==> src/rtl/stack_seq_pkg.sv <==
// Opcodes, FSM state encoding and per-opcode depth rules shared by the
// data-stack sequencer and its legality checker.
package stack_seq_pkg;

    localparam logic [2:0] OP_NOP  = 3'd0;
    localparam logic [2:0] OP_PUSH = 3'd1;
    localparam logic [2:0] OP_POP  = 3'd2;
    localparam logic [2:0] OP_DROP = 3'd3;
    localparam logic [2:0] OP_DUP  = 3'd4;
    localparam logic [2:0] OP_SWAP = 3'd5;
    localparam logic [2:0] OP_OVER = 3'd6;
    localparam logic [2:0] OP_RSVD = 3'd7;

    typedef enum logic [2:0] {
        ST_IDLE = 3'd0,
        ST_READ = 3'd1,
        ST_EXEC = 3'd2,
        ST_WR2  = 3'd3,
        ST_DONE = 3'd4
    } state_t;

    // Items that must already be on the stack for the opcode to be legal.
    function automatic int min_depth(input logic [2:0] op);
        case (op)
            OP_POP, OP_DROP, OP_DUP: return 1;
            OP_SWAP, OP_OVER:        return 2;
            default:                 return 0;
        endcase
    endfunction

    // Net change of the item count when the opcode completes without error.
    function automatic int depth_delta(input logic [2:0] op);
        case (op)
            OP_PUSH, OP_DUP, OP_OVER: return 1;
            OP_POP, OP_DROP:          return -1;
            default:                  return 0;
        endcase
    endfunction

    function automatic logic is_nop(input logic [2:0] op);
        return (op == OP_NOP) || (op == OP_RSVD);
    endfunction

endpackage

==> src/rtl/stack_check.sv <==
// Combinational legality check of a stack command against the current depth.
module stack_check
    import stack_seq_pkg::*;
#(
    parameter int DEPTH = 32,
    parameter int DW    = $clog2(DEPTH + 1)
) (
    input  logic [2:0]    opcode,
    input  logic [DW-1:0] depth,
    output logic          underflow,
    output logic          overflow
);

    logic [7:0] under_vec;
    logic [7:0] over_vec;
    logic       full;

    assign full = (int'(depth) >= DEPTH);

    // Evaluate every opcode in parallel, then pick the one being presented.
    generate
        for (genvar gi = 0; gi < 8; gi++) begin : g_rule
            localparam logic [2:0] OP = 3'(gi);
            assign under_vec[gi] = (int'(depth) < min_depth(OP));
            assign over_vec[gi]  = full && (depth_delta(OP) > 0);
        end
    endgenerate

    assign underflow = under_vec[opcode];
    assign overflow  = over_vec[opcode];

endmodule

==> src/rtl/stack_sequencer.sv <==
// Data-stack controller: accepts one stack command at a time, sequences the
// operand read and up to two memory writes, and tracks the stack depth.
module stack_sequencer
    import stack_seq_pkg::*;
#(
    parameter int  BASE  = 0,
    parameter int  DEPTH = 32,
    localparam int DW    = $clog2(DEPTH + 1)
) (
    input  logic          c_CLOCK,
    input  logic          i_RESET,
    input  logic [2:0]    i_OPCODE,
    input  logic [15:0]   i_IMM,
    input  logic          i_VALID,
    output logic          o_READY,
    output logic          o_DONE,
    output logic          o_ERROR,
    output logic [15:0]   o_RESULT,
    output logic [DW-1:0] o_DEPTH,
    output logic [15:0]   o_RADDR,
    input  logic [15:0]   i_OP1,
    input  logic [15:0]   i_OP2,
    output logic [15:0]   o_WADDR,
    output logic [15:0]   o_WDATA,
    output logic          o_WRITE
);

    localparam logic [15:0]   BASE_ADDR = 16'(BASE);
    localparam logic [DW-1:0] TWO_D     = DW'(2);

    state_t        state_reg,  state_next;
    logic [2:0]    op_reg,     op_next;
    logic [15:0]   imm_reg,    imm_next;
    logic [15:0]   t_reg,      t_next;
    logic [15:0]   n_reg,      n_next;
    logic [DW-1:0] depth_reg,  depth_next;
    logic [15:0]   result_reg, result_next;
    logic          error_reg,  error_next;

    logic          underflow;
    logic          overflow;
    logic          reject;
    logic [15:0]   push_addr;
    logic          wr_en;
    logic [15:0]   waddr;
    logic [15:0]   wdata;

    stack_check #(
        .DEPTH (DEPTH),
        .DW    (DW)
    ) u_check (
        .opcode    (i_OPCODE),
        .depth     (depth_reg),
        .underflow (underflow),
        .overflow  (overflow)
    );

    assign reject    = underflow | overflow;
    assign push_addr = BASE_ADDR + 16'(depth_reg);

    always_ff @(posedge c_CLOCK) begin
        if (i_RESET) begin
            state_reg  <= ST_IDLE;
            op_reg     <= OP_NOP;
            imm_reg    <= '0;
            t_reg      <= '0;
            n_reg      <= '0;
            depth_reg  <= '0;
            result_reg <= '0;
            error_reg  <= 1'b0;
        end else begin
            state_reg  <= state_next;
            op_reg     <= op_next;
            imm_reg    <= imm_next;
            t_reg      <= t_next;
            n_reg      <= n_next;
            depth_reg  <= depth_next;
            result_reg <= result_next;
            error_reg  <= error_next;
        end
    end

    always_comb begin
        state_next  = state_reg;
        op_next     = op_reg;
        imm_next    = imm_reg;
        t_next      = t_reg;
        n_next      = n_reg;
        depth_next  = depth_reg;
        result_next = result_reg;
        error_next  = error_reg;
        wr_en       = 1'b0;
        waddr       = '0;
        wdata       = '0;
        case (state_reg)
            ST_IDLE: begin
                if (i_VALID) begin
                    op_next    = i_OPCODE;
                    imm_next   = i_IMM;
                    error_next = reject;
                    if (reject || is_nop(i_OPCODE)) begin
                        // Stack is untouched, so the TOS is already on the read port.
                        result_next = (depth_reg == '0) ? '0 : i_OP1;
                        state_next  = ST_DONE;
                    end else if (i_OPCODE == OP_PUSH) begin
                        state_next = ST_EXEC;
                    end else begin
                        state_next = ST_READ;
                    end
                end
            end
            ST_READ: begin
                t_next     = i_OP1;
                n_next     = i_OP2;
                state_next = ST_EXEC;
            end
            ST_EXEC: begin
                state_next = ST_DONE;
                depth_next = depth_reg + DW'(depth_delta(op_reg));
                case (op_reg)
                    OP_PUSH: begin
                        wr_en       = 1'b1;
                        waddr       = push_addr;
                        wdata       = imm_reg;
                        result_next = imm_reg;
                    end
                    OP_DUP: begin
                        wr_en       = 1'b1;
                        waddr       = push_addr;
                        wdata       = t_reg;
                        result_next = t_reg;
                    end
                    OP_OVER: begin
                        wr_en       = 1'b1;
                        waddr       = push_addr;
                        wdata       = n_reg;
                        result_next = n_reg;
                    end
                    OP_POP: begin
                        result_next = t_reg;
                    end
                    OP_DROP: begin
                        result_next = (depth_reg >= TWO_D) ? n_reg : '0;
                    end
                    OP_SWAP: begin
                        wr_en       = 1'b1;
                        waddr       = push_addr - 16'd1;
                        wdata       = n_reg;
                        result_next = n_reg;
                        state_next  = ST_WR2;
                    end
                    default: ;
                endcase
            end
            ST_WR2: begin
                wr_en      = 1'b1;
                waddr      = push_addr - 16'd2;
                wdata      = t_reg;
                state_next = ST_DONE;
            end
            ST_DONE: begin
                state_next = ST_IDLE;
            end
            default: begin
                state_next = ST_IDLE;
            end
        endcase
    end

    assign o_READY  = (state_reg == ST_IDLE);
    assign o_DONE   = (state_reg == ST_DONE);
    assign o_ERROR  = o_DONE & error_reg;
    assign o_RESULT = result_reg;
    assign o_DEPTH  = depth_reg;
    assign o_RADDR  = (depth_reg == '0) ? BASE_ADDR : push_addr - 16'd1;
    // Reset must suppress a write even mid-cycle so a half-done command never commits.
    assign o_WRITE  = wr_en & ~i_RESET;
    assign o_WADDR  = waddr;
    assign o_WDATA  = wdata;

endmodule

==> config.mk <==
export PLATFORM = sky130hd
export DESIGN_NAME = stack_sequencer
export DESIGN_NICKNAME = d
export VERILOG_FILES = /design/src/rtl/stack_seq_pkg.sv /design/src/rtl/stack_check.sv /design/src/rtl/stack_sequencer.sv
export SDC_FILE = /design/constraint.sdc
export NUM_CORES = 1
export LEC_CHECK = 0
export CAP_MARGIN = 5
export CORE_AREA = 2 2 143 145
export CTS_CLUSTER_SIZE = 20
export DETAILED_ROUTE_END_ITERATION = 10
export DIE_AREA = 0 0 145 147
export PLACE_DENSITY = 0.56
export SETUP_SLACK_MARGIN = 0.02
export SLEW_MARGIN = 20
export SYNTH_ARGS = -nofsm -noshare
export SYNTH_HDL_FRONTEND = slang
export SYNTH_SLANG_ARGS = --single-unit
==> constraint.sdc <==
create_clock -name c_CLOCK -period 2.58 [get_ports c_CLOCK]
set_input_delay 0.774 -clock c_CLOCK [delete_from_list [all_inputs] [get_ports c_CLOCK]]
set_output_delay 0.774 -clock c_CLOCK [all_outputs]
set_load 0.005 [all_outputs]
==> impl_summary.log, run 1 <==
INFO  metric outcome = complete, but fails checks
INFO  metric failed_checks = setup timing
INFO  metric drive_gt1_frac = 0.353
INFO  metric power.ir.vdd_worst = 0.299 mV
INFO  metric antenna_cells = 0
INFO  metric drtPass1Iterations = 5
INFO  metric timing_max_transition_violations_final = 0
INFO  metric power-per-cell-area = 483 mW/mm^2
INFO  metric final_cell_count_no_fill = 1136
INFO  metric core = 0.0198 mm^2
INFO  metric synth_top_area_cell = sky130_fd_sc_hd__dfxtp_1
INFO  metric worst-endpoint-arrival = 1960 ps
INFO  metric detailroute.via_count = 5632
INFO  metric max_freq = 366 MHz
INFO  metric avgSynthCellArea = 7.32 um^2
INFO  metric antenna_found_initial = 0
INFO  metric leakagePower = 3.07 nW
INFO  metric yosysSeqAreaShare = 0.315
INFO  metric worstMarginPinSlew = 795 ps
INFO  metric critPathMaxFanout = 4
INFO  metric number_of_enable_type_register_cells_in_the_synthesized_netlist = 0
INFO  metric critical_path.startpoint_type = flip-flop
INFO  metric initial_util = 0.246
INFO  metric mappedNetlistArea = 0.00489 mm^2
INFO  metric dieWidth = 145 um
INFO  metric layout_worst_path_cycle_share = 1.06
INFO  metric grt.overflow.total = 0
INFO  metric post-route-min-period = 2730 ps
INFO  metric post_dr_wirelength_cell = 16.8 um
INFO  metric timing.clock.skew = 7.25 ps
INFO  metric clock_tree_from_tritoncts = done
INFO  metric syn_to_final_growth = 61.3%
INFO  metric hold-worst-slack = 487 ps
INFO  metric timing.critical_path.from = o_DEPTH[1]
INFO  metric cts.path.max_buffers = 2
INFO  metric worstReg2RegStart = op_reg[2]
INFO  metric cts_max_level = 3
INFO  metric maxCapViolations = 0
INFO  metric design.final.nets = 926
INFO  metric remaining_antenna_violation_count_after_routing = 0
INFO  metric cts_num_sinks = 77
INFO  metric grt_pass1_wl = 29700 um
INFO  metric multi_input_area = 0.00329 mm^2
INFO  metric path_class = reg2out
INFO  metric power.total = 3.81 mW
INFO  metric tightest_hold_check_type = reg2reg
INFO  metric place_hpwl = 13600 um
INFO  metric cts_inserted_buffers = 9
INFO  metric detail_route.vias_per_cell = 4.96
INFO  metric synth-xor-area-share = 0.0107
INFO  metric post_synthesis_share_of_cell_area_spent_on_and_or_nand_and_nor_gates = 0.251
INFO  metric number_of_warnings_reported_in_the_yosys_synthesis_log = 0
INFO  metric placed_cells = 1082
INFO  metric crit_end = o_WADDR[4]
INFO  metric drcViolationCount = 0
INFO  metric setup_viol = 24
INFO  metric cts_root_buf = sky130_fd_sc_hd__clkbuf_16
INFO  metric hold_path.startpoint = t_reg[15]
INFO  metric buffer_ports.inserted = 127
INFO  metric clock_latency = 330 ps
INFO  metric clk_pin_slew = 60 ps
INFO  metric endpoint_kind = output pin
INFO  metric row_count = 52
INFO  metric ffs_latches_synth = 77
INFO  metric yosys-mux-area-fraction = 0.00614
INFO  metric netlist_top_cells_count = sky130_fd_sc_hd__nand2_1, sky130_fd_sc_hd__a21oi_1, sky130_fd_sc_hd__dfxtp_1
INFO  metric via_count_of_the_first_global_routing_pass = 5381
INFO  metric post-synth-top-count-cell = sky130_fd_sc_hd__nand2_1
INFO  metric number_of_top_level_pins = 128
INFO  metric largest_net_degree_at_the_start_of_global_routing = 59
INFO  metric hold_viol_final = 0
INFO  metric r2r_cells = 13
INFO  metric post_cts_hold_buffers = 0
INFO  metric synth-compound-area-share = 0.297
INFO  metric async_set_or_reset_flop_fraction_in_the_synthesized_netlist = 0
INFO  metric synth.top_cell.area_share = 0.315
INFO  metric syn-num-nets = 733
INFO  metric die-height = 147 um
INFO  metric fillCellCount = 2032
INFO  metric route.final.wire_length = 19100 um
INFO  metric synth.distinct_cells = 62
INFO  metric syn-instance-count = 668
INFO  metric postLayoutSetupSlackWorst = -152 ps
INFO  metric grtUsageTotal = 0.174
INFO  metric synth_adder_area_share = 0.0297
INFO  metric required = 1810 ps
INFO  metric drt_iter0_markers = 428
INFO  metric regArea = 0.00157 mm^2
INFO  metric combinational_family_with_the_most_area_after_synthesis = compound AO/OA/AOI/OAI gates
INFO  metric die-area = 0.0213 mm^2
INFO  metric timing.reg2reg.setup_slack = 130 ps
INFO  metric rsz_0062_raised_after_global_routing = yes
INFO  metric preCtsSetupSlack = -290 ps
INFO  metric worst_slew_margin_rel = 0.469
INFO  metric dominantRegCellSynth = sky130_fd_sc_hd__dfxtp_1
INFO  metric worst_r2r_endpoint = o_DEPTH[4]
INFO  metric place.gp.congestion = 0.862
INFO  metric synth.area.top_cells = sky130_fd_sc_hd__dfxtp_1, sky130_fd_sc_hd__a21oi_1, sky130_fd_sc_hd__nand2_1
==> layout make-up <==
class | instances | share of cell area
clock buffer | 9 | 0.0285
clock inverter | 7 | 0.0133
inverter | 13 | 0.00650
multi-input combinational | 502 | 0.416
sequential | 77 | 0.199
tap | 270 | 0.0428
timing repair buffer | 258 | 0.294
==> cell families (layout without fill, tap and decap cells) <==
family | count (synthesis) | count (layout)
AOI/OAI and AO/OA | 237 | 237
adders and majority gates | 11 | 11
buffers and inverters | 89 | 287
xor gates and xnor gates | 6 | 6
muxes | 3 | 3
and+or+nand+nor | 245 | 245
DFF | 77 | 77
==> report_power, final <==
part / switching [mW] / total [mW] / internal (mW)
Clock: 0.549 / 1.41 / 0.863
Combinational: 0.510 / 1.04 / 0.532
Sequential: 0.0808 / 1.36 / 1.28
==> worst min path at each step <==
stage	end	slack [ps]	cells after the start
2_1_floorplan	n_reg[0]	450	2
3_3_place_gp	t_reg[9]	460	2
3_5_place_dp	t_reg[15]	470	2
4_1_cts	t_reg[15]	470	2
5_1_grt	t_reg[14]	510	2
6_report	t_reg[15]	490	2
==> metrics by stage <==
step                utilization  area (um^2)  setup TNS [ps]
floorplan                     -         4900               0
global placement          0.346         6870           -4220
detailed placement        0.346         6870           -4460
CTS                       0.384         7620           -2010
global route              0.398         7890           -3650
finish                    0.398         7890           -1460
==> per-layer routing <==
| metal | share of wire | vias to the layer above | GRT usage | wire length (um) |
|---|---|---|---|---|
| met5 | 0 | - | 0 | 0 |
| met4 | 0.018 | 0 | 0.0545 | 341 |
| met3 | 0.059 | 21 | 0.0307 | 1120 |
| met2 | 0.45 | 188 | 0.274 | 8670 |
| met1 | 0.47 | 2654 | 0.242 | 8980 |
| li1 | - | 2769 | - | - |
==> placed cells by master (no fill, tap or decap), drive strengths merged, types with 3 or more instances in the layout <==
master         synthesis  layout
nand3b                19      19
a31oi                 17      17
xnor2                  4       4
and2                   5       5
a41oi                  3       3
nand2b                 4       4
ha                    10      10
a22oi                 17      17
a21o                   4       4
inv                   12      15
nor3b                  4       4
a211oi                 5       5
nor3                   9       9
mux2i                  3       3
nand2                138     138
o41ai                 16      16
nor2b                  3       3
a21oi                115     115
clkdlybuf4s50          0      76
or4                    5       5
nor4                  12      12
nor2                  23      23
buf                   38     179
o21ai                 44      44
dfxtp                 77      77
or3b                   3       3
clkbuf                38      10
or3                    6       6
nand3                  6       6
==> repair_timing <==
action	4_1_cts	5_1_grt
setup buffers	28	12
endpoints found under the setup margin	50	63
pin swaps	28	32
gates resized for setup	296	68
gates cloned	4	0
==> critical path, cell delays in order (launching register included) <==
cell,delay [ps]
sky130_fd_sc_hd__dfxtp_2,330
sky130_fd_sc_hd__inv_4,80
sky130_fd_sc_hd__ha_4,130
sky130_fd_sc_hd__or3b_4,390
sky130_fd_sc_hd__buf_6,120
sky130_fd_sc_hd__a21o_1,160
sky130_fd_sc_hd__a21oi_2,130
sky130_fd_sc_hd__o21a_1,130
sky130_fd_sc_hd__a211oi_2,40
sky130_fd_sc_hd__buf_2,130
(Power assumes the default switching activity.)
==> run 2, diff against run 1 <==
CORE_AREA = 2 2 118 177   (was 2 2 143 145)
DIE_AREA = 0 0 120 179   (was 0 0 145 147)
SKIP_CTS_REPAIR_TIMING = 1   (was default)
==> impl_summary.log, run 2 (synthesized netlist as in run 1, its figures left out) <==
INFO  metric p_switching = 1.11 mW (-2.7%)
INFO  metric crit_path_cell_trace = inv_2, ha_2, or3b_4, buf_4, a21o_1, a21oi_1, o21a_1, a211oi_2, dlymetal6s2s_1
INFO  metric cp_top_family = compound AO/OA/AOI/OAI gates
INFO  metric clock_tree_from_tritoncts = done
INFO  metric setup_viol = 34 (+42%)
INFO  metric maxCapViolations = 0 (unchanged)
INFO  metric critPathSlowestCell = sky130_fd_sc_hd__or3b_4
INFO  metric remaining_antenna_violation_count_after_routing = 0 (unchanged)
INFO  metric cts_root_buf = sky130_fd_sc_hd__clkbuf_16
INFO  metric p_clk_frac = 0.352 (-0.018)
INFO  metric die-area = 0.0215 mm^2 (+0.77%)
INFO  metric required = 1810 ps (about the same)
INFO  metric worstMarginPinSlew = 833 ps (+37.9 ps)
INFO  metric drcViolationCount = 0 (unchanged)
INFO  metric design.final.nets = 922 (-0.43%)
INFO  metric syn_to_final_growth = 56.5%
INFO  metric leakagePower = 3.07 nW (about the same)
INFO  metric core = 0.0201 mm^2 (+1.3%)
INFO  metric hold_viol_final = 0 (unchanged)
INFO  metric place.gp.congestion = 0.857 (-0.50%)
INFO  metric tightest_hold_check_type = reg2reg
INFO  metric final_common_cell = sky130_fd_sc_hd__nand2_1
INFO  metric grtUsageTotal = 0.177 (+0.00362)
INFO  metric detailroute.via_count = 5698 (+1.2%)
INFO  metric final_cell_count_no_fill = 1126 (-0.88%)
INFO  metric grt.overflow.total = 0 (unchanged)
INFO  metric post_dr_wirelength_cell = 17.9 um (+6.4%)
INFO  metric dieWidth = 120 um (-17%)
INFO  metric timing_max_transition_violations_final = 0 (unchanged)
INFO  metric critical-path-max-stage-delay = 380 ps (about the same)
INFO  metric post-route-min-period = 2870 ps (+136 ps)
INFO  metric failed_checks = setup timing
INFO  metric rsz_0062_raised_after_global_routing = yes
INFO  metric share_seq_of_total_power = 0.374 (+0.018)
INFO  metric initial_util = 0.243 (-0.00313)
INFO  metric worst_slew_margin_rel = 0.444 (-0.0253)
INFO  metric power.ir.vdd_worst = 0.233 mV (-22%)
INFO  metric drive_gt1_frac = 0.309 (-0.0448)
INFO  metric worst-endpoint-arrival = 2090 ps (+130 ps)
INFO  metric antenna_found_initial = 0 (unchanged)
INFO  metric cts_num_sinks = 77 (unchanged)
INFO  metric fin_tns_setup = -2800 ps (-1340 ps)
INFO  metric layout_worst_path_cycle_share = 1.11 (+0.0529)
INFO  metric cts_max_level = 3 (unchanged)
INFO  metric via_count_of_the_first_global_routing_pass = 5243 (-2.6%)
INFO  metric cp_num_buf_inv = 3 (unchanged)
INFO  metric timing.clock.skew = 5.43 ps (-1.82 ps)
INFO  metric largest_net_degree_at_the_start_of_global_routing = 59 (unchanged)
INFO  metric power-per-cell-area = 477 mW/mm^2 (-1.3%)
INFO  metric drt_iter0_markers = 306 (-29%)
INFO  metric postLayoutSetupSlackWorst = -288 ps (-136 ps)
INFO  metric row_count = 64 (+23%)
INFO  metric path_class = reg2out
INFO  metric buffer_ports.inserted = 127 (unchanged)
INFO  metric die-height = 179 um (+22%)
INFO  metric route.final.wire_length = 20200 um (+5.5%)
INFO  metric power.share.switching = 0.304 (+0.00495)
INFO  metric hold-worst-slack = 470 ps (-16.8 ps)
INFO  metric combinational_group_share_of_total_power = 0.274 (about the same)
INFO  metric grt_pass1_wl = 29200 um (-1.7%)
INFO  metric number_of_top_level_pins = 128 (unchanged)
INFO  metric internal-power = 2.54 mW (-5.0%)
INFO  metric cts.path.max_buffers = 2 (unchanged)
INFO  metric preCtsSetupSlack = -276 ps (+13.5 ps)
INFO  metric max_freq = 349 MHz (-4.8%)
INFO  metric critical_path.startpoint_type = flip-flop
INFO  metric place_hpwl = 14500 um (+6.1%)
INFO  metric detail_route.vias_per_cell = 5.06 (+2.1%)
INFO  metric most-common-layout-cells = sky130_fd_sc_hd__nand2_1, sky130_fd_sc_hd__a21oi_1, sky130_fd_sc_hd__buf_4
INFO  metric endpoint_kind = output pin
INFO  metric drtPass1Iterations = 6 (+1)
INFO  metric placed_cells = 1076 (-0.55%)
INFO  metric antenna_cells = 0 (unchanged)
INFO  metric clk_pin_slew = 60 ps (about the same)
INFO  metric clock_latency = 340 ps (about the same)
INFO  metric cts_inserted_buffers = 9 (unchanged)
INFO  metric outcome = complete, but fails checks
INFO  metric critPathMaxFanout = 4 (unchanged)
[run 2: final timing paths]
kind | from | end | slack (ps) | depth (start not counted)
setup / recovery | o_DEPTH[1] | o_WADDR[4] | -290 | 9
hold / removal | t_reg[1] | t_reg[1] | 470 | 2
setup reg to reg | op_reg[2] | o_DEPTH[4] | 250 | 11
hold reg to reg | t_reg[1] | t_reg[1] | 470 | 2
[run 2: power groups by stage]
| stage | Combinational (mW) | Clock (mW) | Sequential (mW) |
|---|---|---|---|
| finish | 1.00 | 1.28 | 1.36 |
| detailed placement | 0.938 | 0 | 1.39 |
| floorplan | 0.481 | 0 | 1.35 |
| global placement | 0.930 | 0 | 1.39 |
| CTS | 0.942 | 1.30 | 1.36 |
| global route | 1.08 | 1.34 | 1.37 |
[run 2: layer usage]
layer	global-route usage	wire, um	vias to the layer above
met5	0	0	-
met4	0.0833	731	0
met3	0.0191	941	41
met2	0.333	10700	210
met1	0.198	7750	2681
li1	-	-	2766
[run 2: worst reg2reg max path: stages (launching register included)]
cell and delay, ps:
sky130_fd_sc_hd__dfxtp_4 360, sky130_fd_sc_hd__buf_6 150, sky130_fd_sc_hd__or2_0 240, sky130_fd_sc_hd__nor2_1 150, sky130_fd_sc_hd__a21oi_1 70, sky130_fd_sc_hd__ha_1 220
sky130_fd_sc_hd__fa_1 400, sky130_fd_sc_hd__a21o_1 180, sky130_fd_sc_hd__a21oi_1 170, sky130_fd_sc_hd__xnor2_1 130, sky130_fd_sc_hd__nand2_1 60, sky130_fd_sc_hd__a21oi_1 130
[run 2: area by class of cell]
| type | count | area (um^2) |
|---|---|---|
| sequential | 77 | 1560 |
| clock buffer | 12 | 246 |
| fill | 2119 | 12400 |
| clock inverter | 4 | 47.5 |
| timing repair buffer | 253 | 2260 |
| inverter | 13 | 51.3 |
| multi-input combinational | 503 | 3150 |
| tap | 264 | 330 |
[run 2: metrics by stage]
stage / instance area [um^2] / total power [mW] / util
2_1_floorplan: 4900 / 1.83 / -
3_3_place_gp: 6860 / 2.32 / 0.341
3_5_place_dp: 6860 / 2.33 / 0.341
4_1_cts: 7150 / 3.60 / 0.356
5_1_grt: 7650 / 3.80 / 0.381
6_report: 7650 / 3.65 / 0.381
